$ cat src/rtl/ascon_seq_ctrl.sv
// Sequencer between a parallel requester and the bit-serial ASCON core:
// latches a request, resets and loads the core serially, starts it, then collects data/tag.
module ascon_seq_ctrl #(
  parameter int KEY_W        = 128,
  parameter int NONCE_W      = 128,
  parameter int AD_W         = 40,
  parameter int DATA_W       = 104,
  parameter int TAG_W        = 128,
  parameter int CRST_CYCLES  = 2,
  parameter int START_CYCLES = 2,
  parameter int TIMEOUT      = 4096
) (
  input  logic               clk,
  input  logic               rst,
  input  logic               req_valid_i,
  output logic               req_ready_o,
  input  logic               req_decrypt_i,
  input  logic [KEY_W-1:0]   key_i,
  input  logic [NONCE_W-1:0] nonce_i,
  input  logic [AD_W-1:0]    ad_i,
  input  logic [DATA_W-1:0]  data_i,
  output logic               core_rst_o,
  output logic               core_key_o,
  output logic               core_nonce_o,
  output logic               core_ad_o,
  output logic               core_data_o,
  output logic               core_start_o,
  output logic               core_decrypt_o,
  input  logic               core_data_i,
  input  logic               core_tag_i,
  input  logic               core_ready_i,
  output logic               busy_o,
  output logic               res_valid_o,
  output logic [DATA_W-1:0]  res_data_o,
  output logic [TAG_W-1:0]   res_tag_o,
  output logic               res_timeout_o
);

  function automatic int max2(input int a, input int b);
    return (a > b) ? a : b;
  endfunction

  localparam int LOAD_N  = max2(max2(KEY_W, NONCE_W), max2(AD_W, DATA_W));
  localparam int READ_N  = max2(DATA_W, TAG_W);
  localparam int CNT_MAX = max2(max2(LOAD_N, READ_N), max2(TIMEOUT, max2(CRST_CYCLES, START_CYCLES)));
  localparam int CNT_W   = $clog2(CNT_MAX + 1);

  localparam logic [CNT_W-1:0] CRST_LAST  = CNT_W'(CRST_CYCLES - 1);
  localparam logic [CNT_W-1:0] LOAD_LAST  = CNT_W'(LOAD_N - 1);
  localparam logic [CNT_W-1:0] START_LAST = CNT_W'(START_CYCLES - 1);
  localparam logic [CNT_W-1:0] TO_LAST    = CNT_W'(TIMEOUT - 1);
  localparam logic [CNT_W-1:0] READ_LAST  = CNT_W'(READ_N - 1);
  localparam logic [CNT_W-1:0] DATA_N     = CNT_W'(DATA_W);
  localparam logic [CNT_W-1:0] TAG_N      = CNT_W'(TAG_W);

  // IDLE accept | CRST core reset | LOAD shift fields | START | WAIT ready | READ collect | DONE strobe
  typedef enum logic [2:0] {
    S_IDLE, S_CRST, S_LOAD, S_START, S_WAIT, S_READ, S_DONE
  } state_t;

  state_t             state_q, state_d;
  logic [CNT_W-1:0]   cnt_q, cnt_d;
  logic [KEY_W-1:0]   key_sr_q;
  logic [NONCE_W-1:0] nonce_sr_q;
  logic [AD_W-1:0]    ad_sr_q;
  logic [DATA_W-1:0]  data_sr_q;
  logic               dec_q;
  logic [DATA_W-1:0]  res_data_q;
  logic [TAG_W-1:0]   res_tag_q;
  logic               timeout_q;
  logic               accept;
  logic               timed_out;

  assign accept    = (state_q == S_IDLE) && req_valid_i;
  assign timed_out = (state_q == S_WAIT) && !core_ready_i && (cnt_q == TO_LAST);

  always_comb begin
    state_d = state_q;
    unique case (state_q)
      S_IDLE:  if (req_valid_i) state_d = S_CRST;
      S_CRST:  if (cnt_q == CRST_LAST) state_d = S_LOAD;
      S_LOAD:  if (cnt_q == LOAD_LAST) state_d = S_START;
      S_START: if (cnt_q == START_LAST) state_d = S_WAIT;
      S_WAIT: begin
        if (core_ready_i)          state_d = S_READ;
        else if (cnt_q == TO_LAST) state_d = S_DONE;
      end
      S_READ:  if (cnt_q == READ_LAST) state_d = S_DONE;
      S_DONE:  state_d = S_IDLE;
      default: state_d = S_IDLE;
    endcase
  end

  // One shared counter: every state leaves on its own terminal count, so it never wraps.
  always_comb begin
    cnt_d = cnt_q + 1'b1;
    if ((state_d != state_q) || (state_q == S_IDLE)) cnt_d = '0;
  end

  always_ff @(posedge clk) begin
    if (rst) begin
      state_q    <= S_IDLE;
      cnt_q      <= '0;
      key_sr_q   <= '0;
      nonce_sr_q <= '0;
      ad_sr_q    <= '0;
      data_sr_q  <= '0;
      dec_q      <= 1'b0;
      res_data_q <= '0;
      res_tag_q  <= '0;
      timeout_q  <= 1'b0;
    end else begin
      state_q <= state_d;
      cnt_q   <= cnt_d;
      if (accept) begin
        key_sr_q   <= key_i;
        nonce_sr_q <= nonce_i;
        ad_sr_q    <= ad_i;
        data_sr_q  <= data_i;
        dec_q      <= req_decrypt_i;
        timeout_q  <= 1'b0;
      end else if (state_q == S_LOAD) begin
        // Zero fill makes shorter fields drive 0 once exhausted.
        key_sr_q   <= {key_sr_q[KEY_W-2:0], 1'b0};
        nonce_sr_q <= {nonce_sr_q[NONCE_W-2:0], 1'b0};
        ad_sr_q    <= {ad_sr_q[AD_W-2:0], 1'b0};
        data_sr_q  <= {data_sr_q[DATA_W-2:0], 1'b0};
      end
      if (state_q == S_READ) begin
        // Right shift: after W samples, sample j lands in bit j.
        if (cnt_q < DATA_N) res_data_q <= {core_data_i, res_data_q[DATA_W-1:1]};
        if (cnt_q < TAG_N)  res_tag_q  <= {core_tag_i, res_tag_q[TAG_W-1:1]};
      end
      if (timed_out) begin
        timeout_q  <= 1'b1;
        res_data_q <= '0;
        res_tag_q  <= '0;
      end
    end
  end

  always_comb begin
    req_ready_o    = (state_q == S_IDLE);
    busy_o         = (state_q != S_IDLE);
    core_rst_o     = (state_q == S_CRST);
    core_start_o   = (state_q == S_START);
    core_key_o     = (state_q == S_LOAD) && key_sr_q[KEY_W-1];
    core_nonce_o   = (state_q == S_LOAD) && nonce_sr_q[NONCE_W-1];
    core_ad_o      = (state_q == S_LOAD) && ad_sr_q[AD_W-1];
    core_data_o    = (state_q == S_LOAD) && data_sr_q[DATA_W-1];
    core_decrypt_o = dec_q;
    res_valid_o    = (state_q == S_DONE);
    res_data_o     = res_data_q;
    res_tag_o      = res_tag_q;
    res_timeout_o  = timeout_q;
  end

endmodule

$ cat config.mk
export PLATFORM = sky130hd
export DESIGN_NAME = ascon_seq_ctrl
export DESIGN_NICKNAME = d
export VERILOG_FILES = /design/src/rtl/ascon_seq_ctrl.sv
export SDC_FILE = /design/constraint.sdc
export NUM_CORES = 1
export LEC_CHECK = 0
export CORE_AREA = 2 2 250 252
export DETAILED_ROUTE_END_ITERATION = 8
export DIE_AREA = 0 0 252 254
export GPL_TIMING_DRIVEN = 0
export PLACE_DENSITY_LB_ADDON = 0.3
export SYNTH_ARGS = -nofsm -noshare
export SYNTH_HDL_FRONTEND = slang
export SYNTH_SLANG_ARGS = --single-unit
$ cat constraint.sdc
create_clock -name clk -period 2.8 [get_ports clk]
set_input_delay 0.28 -clock clk [delete_from_list [all_inputs] [get_ports clk]]
set_output_delay 0.28 -clock clk [all_outputs]
set_load 0.02 [all_outputs]
==> results of run 1 <==
worst min-delay path: cells and delay by family:
family,cells,cell delay [ns]
compound gates,1,0.05
simple gates,1,0.06
buf+inv,1,0.41
routing by layer:
layer	GRT usage (%)	share of wire, %
met1	32.0	41
met2	43.1	48
met3	6.88	7.8
met4	9.59	2.9
met5	0	0.18
cells in the final DEF, fill, tap and decap left out, types with 6 or more instances in the layout:
cell type        netlist  final
clkinv_2               0      9
nor4_1                 6      6
clkbuf_16              0     74
buf_4                  7      7
buf_1                 19     15
nand2_1             1076   1076
xor2_1                 8      8
dfxtp_1              650    650
a311oi_1             192    192
clkdlybuf4s50_1        0    646
buf_2                 42     42
a21oi_1              446    446
inv_1                  6      6
clkbuf_2               0     26
nand3_1               10     10
diode_2                0     17
a22oi_1              205    205
nor2_1               212    211
clkbuf_8               0     11
and3_1                 6      6
nor3_1                 9      7
clkbuf_1             214    207
state kept, by name, summed over array words and instances, names as in the netlist:
register        cells
key_sr_q          128
nonce_sr_q        128
res_tag_o         128
data_sr_q         104
res_data_o        104
ad_sr_q            40
cnt_q              13
state_q             3
core_decrypt_o      1
res_timeout_o       1
power breakdown:
group          switching [mW]  internal (mW)  total, mW  leakage, nW
Sequential              0.259           9.76       10.0         5.31
Clock                    3.82           5.60       9.43         1.14
Combinational            1.19           1.02       2.21         5.57
area by class of cell:
class                           count  area share, %
Antenna cell                       17          0.122
Buffer                            282           3.37
Clock buffer                      102           5.92
Clock inverter                     22          0.770
Inverter                            6         0.0645
Multi-Input combinational cell   2207           31.1
Sequential cell                   650           37.3
Tap cell                          790           2.83
Timing Repair Buffer              649           18.6
worst max-delay path by stage:
stage               start        endpoint  slack (ns)  depth (start not counted)
2_1_floorplan  state_q[2]  nonce_sr_q[10]        0.54                          8
6_report        cnt_q[10]  res_data_o[71]        0.13                          7
5_1_grt        state_q[2]     key_sr_q[4]       -0.01                          8
3_3_place_gp   state_q[2]   key_sr_q[119]       -0.32                          8
3_5_place_dp   state_q[1]   key_sr_q[119]       -0.27                          7
4_1_cts        state_q[1]    core_nonce_o       -0.05                          4
metrics by stage:
| step | TNS [ns] | hold slack, ns | total power, mW | utilization (%) |
|---|---|---|---|---|
| 4_1_cts | -0.0693 | 0.231 | 21.8 | 56.9 |
| 3_3_place_gp | -35.44 | 0.441 | 12.4 | 53.0 |
| 3_5_place_dp | -34.46 | 0.443 | 12.4 | 53.0 |
| 6_report | 0 | 0.267 | 21.7 | 57.0 |
| 2_1_floorplan | 0 | 0.416 | 11.3 | - |
| 5_1_grt | -0.0105 | 0.273 | 22.4 | 57.0 |
logic make-up (layout without fill, tap and decap cells):
kind of cell               count (synthesis)  in the layout  share of synthesized area, %
muxes                                      1              1                        0.0400
adders and majority gates                  2              2                         0.100
and+or+nand+nor                         1338           1338                          20.6
AOI/OAI and AO/OA                        855            855                          22.2
DFF                                      650            650                          52.1
buffers and inverters                    288           1061                          4.64
other                                      0             17                             0
xor gates and xnor gates                  11             11                         0.385
timing repair:
item	CTS	global route
gates resized for setup	13	44
hold buffers	0	0
endpoints found under the setup margin	340	195
==> impl_results.rst, run 1 <==
.. list-table::
   :header-rows: 1

   * - Metric
     - Value
   * - Hold path start
     - req_decrypt_i
   * - Share of post-route cells with drive strength above 1
     - between 4 and 5%
   * - Post-placement setup slack
     - -0.269 ns
   * - Category of the worst setup path launch point
     - flop
   * - Area after DPL
     - about 32000 µm²
   * - Final wirelength
     - 86400 µm
   * - Layout Cell Area excl Fill
     - 34900 µm²
   * - Post-CTS setup buffer count
     - 0
   * - Fill cell count
     - 5633
   * - Number of flip-flops and latches in the synthesized netlist
     - 650
   * - Cell repeated most along the worst path
     - clkbuf_1
   * - Ratio of total power to cell area
     - 620 nW/µm²
   * - Pin count of the biggest net entering global routing
     - 14
   * - Total CTS buffers
     - 70
   * - TritonCTS clock tree
     - done
   * - Y dimension of the die
     - between 200 and 300 µm
   * - Half-perimeter wire length of the detailed placement result
     - 64300 µm
   * - Actual slew at the worst max-slew pin
     - 0.853 ns
   * - Reg-to-reg endpoint
     - res_data_o[71]
   * - Count of flip-flops with a built-in enable after synthesis
     - 0
   * - Hold Path Stages
     - 3
   * - Area fraction of the dominant cell type after synthesis
     - roughly 52%
   * - Area of the placeable core
     - approximately 61000 µm²
   * - Routed vias
     - 25100
   * - Tcrit/Tclk final
     - between 90% and 100%
   * - Layout overhead on the synthesized area
     - 39.7%
   * - Buffers on Ports
     - 649
   * - Count of warnings emitted by yosys
     - 0
   * - H-tree depth
     - 3
   * - # placed instances
     - between 4000 and 5000
   * - Final period demand of the worst path
     - ~2.7 ns
   * - Cell type with the largest total area after synthesis
     - dfxtp_1
   * - Slowest library cell on the worst path
     - or4_4
   * - Flop2flop setup slack
     - 0.13 ns
   * - GP Congestion
     - slightly below 0.9
   * - Worst Hold Endpoint
     - core_decrypt_o
   * - FF-to-FF Start
     - cnt_q[10]
   * - Post-synth cell types
     - 39
   * - Overall Global Routing Usage
     - 25.8%
   * - Worst min path class
     - in2reg
   * - Critical Path RT
     - 3.26 ns
   * - Horiz. Die Dim
     - around 250 µm
   * - Sink Count
     - 650
   * - Async set or reset register ratio after synthesis
     - 0%
   * - Wire length of the first global-routing pass
     - between 100000 and 150000 µm
   * - Sequential element share of the synthesized area
     - a little over half
   * - Synthesized instance count
     - 3145
   * - Type of the worst setup path
     - reg2reg
   * - Peak VDD IR
     - ~400 µV
   * - Result of the run
     - completed
   * - Ranking of synthesized cells by instance count
     - nand2_1 (1076), dfxtp_1 (650), a21oi_1 (446)
   * - Final setup violation count
     - 0
   * - Via-per-instance ratio
     - 5.31
   * - Hold Fails Final Rpt
     - 0
   * - Top cells by area, synth
     - dfxtp_1 (52%), nand2_1 (16%), a21oi_1 (8.9%)
   * - Remaining global-route overflow
     - 0
   * - Later-pin clock latency in the skew report
     - 0.60 ns
   * - Number of maximum-capacitance constraint violations
     - 0
   * - Series of cell instances along the critical path
     - or4_4 -> nor3_2 -> o21ai_1 -> clkbuf_1 -> clkbuf_1 -> nand2_1 -> a21oi_1
   * - DRT Pass-1 Iters
     - 5
   * - CP Data Arrival Time
     - 3.13 ns
   * - Path depth of the worst reg2reg path
     - 7
   * - Critical Path Fanout Max
     - 10
   * - Register cell area after layout
     - roughly 13000 µm²
   * - Final routed wire length divided by cell count
     - about 18 µm
   * - Initial antenna violation count
     - 25
   * - Max frequency
     - approximately 370 MHz
   * - Remaining max-slew budget at the tightest pin
     - a little over two fifths
   * - Post-route worst setup slack
     - 0.131 ns
   * - Via count of the first global-routing pass
     - 23300
   * - DRC Markers
     - 0
   * - Netlist Area Pre-Place
     - 25000 µm²
   * - Count of routing violations after the opening detailed-route iteration
     - 1715
   * - Buffer type at the clock tree root
     - clkbuf_16
   * - Final net count
     - between 4000 and 5000
   * - Starting Density
     - 40.8%
   * - Number of nets with antenna violations after routing
     - 0
   * - Worst clock skew
     - 0.0186 ns
   * - Clk pin slew, worst setup/hold paths
     - 0.06 ns
   * - Overall die area
     - 64000 µm²
   * - Leak pwr
     - roughly 12 nW
   * - Largest delay contributor family on the critical path
     - simple AND/OR/NAND/NOR gates
   * - Capturing element type of the critical path
     - flop
   * - Post-route non-filler standard cell count
     - about 4700
   * - Net count after synthesis
     - 3554
   * - Area of the multi-input gates
     - 10800 µm²
   * - Number of max-slew violations in the final report
     - 0
   * - Max Root-Sink Buffers
     - 3
   * - Mapped Avg Cell Area
     - between 7 and 8 µm²
   * - Most instantiated library cell after synthesis
     - nand2_1
   * - Number of ports placed on the die boundary
     - 650
   * - Post-synth top flop
     - dfxtp_1
   * - Count of standard-cell rows
     - 91
   * - Largest stage delay, worst path
     - 0.57 ns
   * - CP Buf/Inv Count
     - 2
(Power assumes the default switching activity.)
==> inputs of run 2 (changes only) <==
- CORE_AREA: 2 2 250 252 -> 2 2 255 257
- DIE_AREA: 0 0 252 254 -> 0 0 257 259
- clock period: 2.8 -> 3.3 ns (I/O delays scaled with it)
==> impl_results.rst, run 2 (synthesis results as in run 1) <==
.. list-table::
   :header-rows: 1

   * - Metric
     - Value
   * - Reg-to-reg endpoint
     - nonce_sr_q[11]
   * - Critical Path RT
     - 3.84 ns
   * - Initial antenna violation count
     - 36
   * - Power dissipated by switching net loads
     - 4.55 mW
   * - Switching part of the total
     - 24.9%
   * - Final wirelength
     - 86700 µm
   * - Routed vias
     - 25000
   * - Y dimension of the die
     - 259 µm
   * - Area after DPL
     - about 33000 µm²
   * - Critical Path Fanout Max
     - 10
   * - Proportion of power drawn by the clock network
     - 43.2%
   * - Later-pin clock latency in the skew report
     - 0.61 ns
   * - Most common cell after layout, fill and taps aside
     - nand2_1
   * - Half-perimeter wire length of the detailed placement result
     - ~64000 µm
   * - Worst clock skew
     - between 0.02 and 0.03 ns
   * - Final core occ
     - a little over half
   * - Fill cell count
     - 5927
   * - TritonCTS clock tree
     - done
   * - Overall die area
     - around 67000 µm²
   * - Hold Path Stages
     - 3
   * - Number of ports placed on the die boundary
     - 650
   * - Path depth of the worst reg2reg path
     - 8
   * - Via-per-instance ratio
     - ~5.2
   * - CP Data Arrival Time
     - 3.70 ns
   * - Number of nets with antenna violations after routing
     - 0
   * - Leak pwr
     - 11.9 nW
   * - Area of the placeable core
     - 63900 µm²
   * - Share of post-route cells with drive strength above 1
     - 4.23%
   * - Final net count
     - 4276
   * - FF-to-FF Start
     - state_q[2]
   * - DRT Pass-1 Iters
     - 5
   * - Layout overhead on the synthesized area
     - 39.8%
   * - Crit path launch
     - state_q[2]
   * - Count of routing violations after the opening detailed-route iteration
     - between 1500 and 2000
   * - Remaining global-route overflow
     - 0
   * - Type of the worst setup path
     - reg2reg
   * - Tcrit/Tclk final
     - a little over nine tenths
   * - Clk pin slew, worst setup/hold paths
     - 0.06 ns
   * - Final routed wire length divided by cell count
     - 18.1 µm
   * - Wire length of the first global-routing pass
     - 130000 µm
   * - Share of power burned in registers
     - 46.5%
   * - Setup repair after global routing missed its margin
     - false
   * - Buffer type at the clock tree root
     - clkbuf_16
   * - Hold Fails Final Rpt
     - 0
   * - DRC Markers
     - 0
   * - Combinational share of power
     - 10.3%
   * - Buffers on Ports
     - 649
   * - Capturing element type of the critical path
     - flop
   * - Max frequency
     - 316 MHz
   * - Layout Cell Area excl Fill
     - about 35000 µm²
   * - Peak VDD IR
     - 303 µV
   * - Worst Hold Endpoint
     - data_sr_q[0]
   * - Overall Global Routing Usage
     - between 20 and 25%
   * - Horiz. Die Dim
     - 257 µm
   * - Actual slew at the worst max-slew pin
     - 0.933 ns
   * - Worst min path class
     - in2reg
   * - Top library cells by usage in the layout, fill and taps aside
     - nand2_1 (1076), dfxtp_1 (650), clkdlybuf4s50_1 (649)
   * - Total CTS buffers
     - 71
   * - Pin count of the biggest net entering global routing
     - 14
   * - Post-route non-filler standard cell count
     - ~4800
   * - GP Congestion
     - 0.882
   * - # placed instances
     - ~4600
   * - Final setup violation count
     - 0
   * - Flop2flop setup slack
     - roughly 0.13 ns
   * - Number of max-slew violations in the final report
     - 0
   * - Remaining max-slew budget at the tightest pin
     - a little under two fifths
   * - Number of maximum-capacitance constraint violations
     - 0
   * - Final period demand of the worst path
     - 3.17 ns
   * - Max Root-Sink Buffers
     - 3
   * - Internal power contribution
     - between 10 and 15 mW
   * - Setup TNS after final layout
     - 0 ns
   * - Result of the run
     - completed
   * - Hold path start
     - data_i[0]
   * - Category of the worst setup path launch point
     - flop
   * - H-tree depth
     - 3
   * - Ratio of total power to cell area
     - ~520 nW/µm²
   * - Via count of the first global-routing pass
     - 23100
   * - Starting Density
     - 39.1%
   * - Count of standard-cell rows
     - 93
   * - Sink Count
     - 650
## run 2: changes by cell type in the layout (fill, tap and decap cells not counted), moves of 3 or more
cell / previous run / this run
diode_2: 17 / 24
clkbuf_8: 11 / 17
clkdlybuf4s50_1: 646 / 649
clkbuf_1: 207 / 232
clkinv_8: 1 / 4
buf_1: 15 / 19
clkbuf_2: 26 / 0
inv_6: 3 / 0
dlygate4sd2_1: 3 / 0
bufinv_16: 5 / 1
## run 2: what timing repair did
item,in CTS,in global routing
endpoints found under the setup margin,0,7
gates resized for setup,0,2
setup buffers,0,0
hold buffers,0,0
## run 2: how the worst max path moves through the flow
stage | end | slack, ns | cells after the start
3_3_place_gp | state_q[0] | 0.17 | 5
2_1_floorplan | nonce_sr_q[10] | 1.04 | 8
3_5_place_dp | data_sr_q[4] | 0.16 | 5
6_report | nonce_sr_q[11] | 0.13 | 8
5_1_grt | key_sr_q[59] | 0.01 | 8
4_1_cts | key_sr_q[119] | 0.22 | 7
## run 2: layer usage
| metal | global-route usage (%) | up-vias | share of wire [%] |
|---|---|---|---|
| met5 | 0 | - | 0.18 |
| met4 | 9.74 | 24 | 3.0 |
| met3 | 7.21 | 157 | 7.9 |
| met2 | 41.7 | 846 | 48 |
| met1 | 29.6 | 11700 | 41 |
| li1 | - | 12300 | - |
## run 2: layout make-up
class | count | area (µm²) | area share, %
diodes | 24 | 60.1 | 0.172
plain buffers | 282 | 1140 | 3.27
clock buffers | 109 | 2130 | 6.10
clock inverters | 20 | 198 | 0.565
inverters | 6 | 22.5 | 0.0644
multi-input cells | 2207 | 10800 | 31.0
flip-flops and latches | 650 | 13000 | 37.2
well taps | 855 | 1070 | 3.06
repair buffers | 649 | 6500 | 18.6
## run 2: per-stage QoR
step	power, mW	hold slack [ns]	setup WS (ns)
floorplan	9.59	0.432	1.04
global placement	10.5	0.442	0.169
detailed placement	10.5	0.444	0.157
CTS	18.4	0.222	0.216
global route	19.0	0.272	0.0108
finish	18.3	0.266	0.134
## run 2: critical path, cell delays in order (launching register included)
cell,delay (ns)
dfxtp_1,0.35
nor3_1,0.66
and2_1,0.23
clkbuf_1,0.24
buf_2,0.43
buf_2,0.33
clkbuf_1,0.41
a22oi_1,0.27
a21oi_1,0.18
## run 2: power by group through the flow
stage / clock [mW] / combinational, mW / sequential [mW]
6_report: 7.89 / 1.87 / 8.50
5_1_grt: 8.39 / 2.07 / 8.54
4_1_cts: 8.06 / 1.87 / 8.49
3_5_place_dp: 0 / 1.86 / 8.65
3_3_place_gp: 0 / 1.85 / 8.65
2_1_floorplan: 0 / 0.990 / 8.60
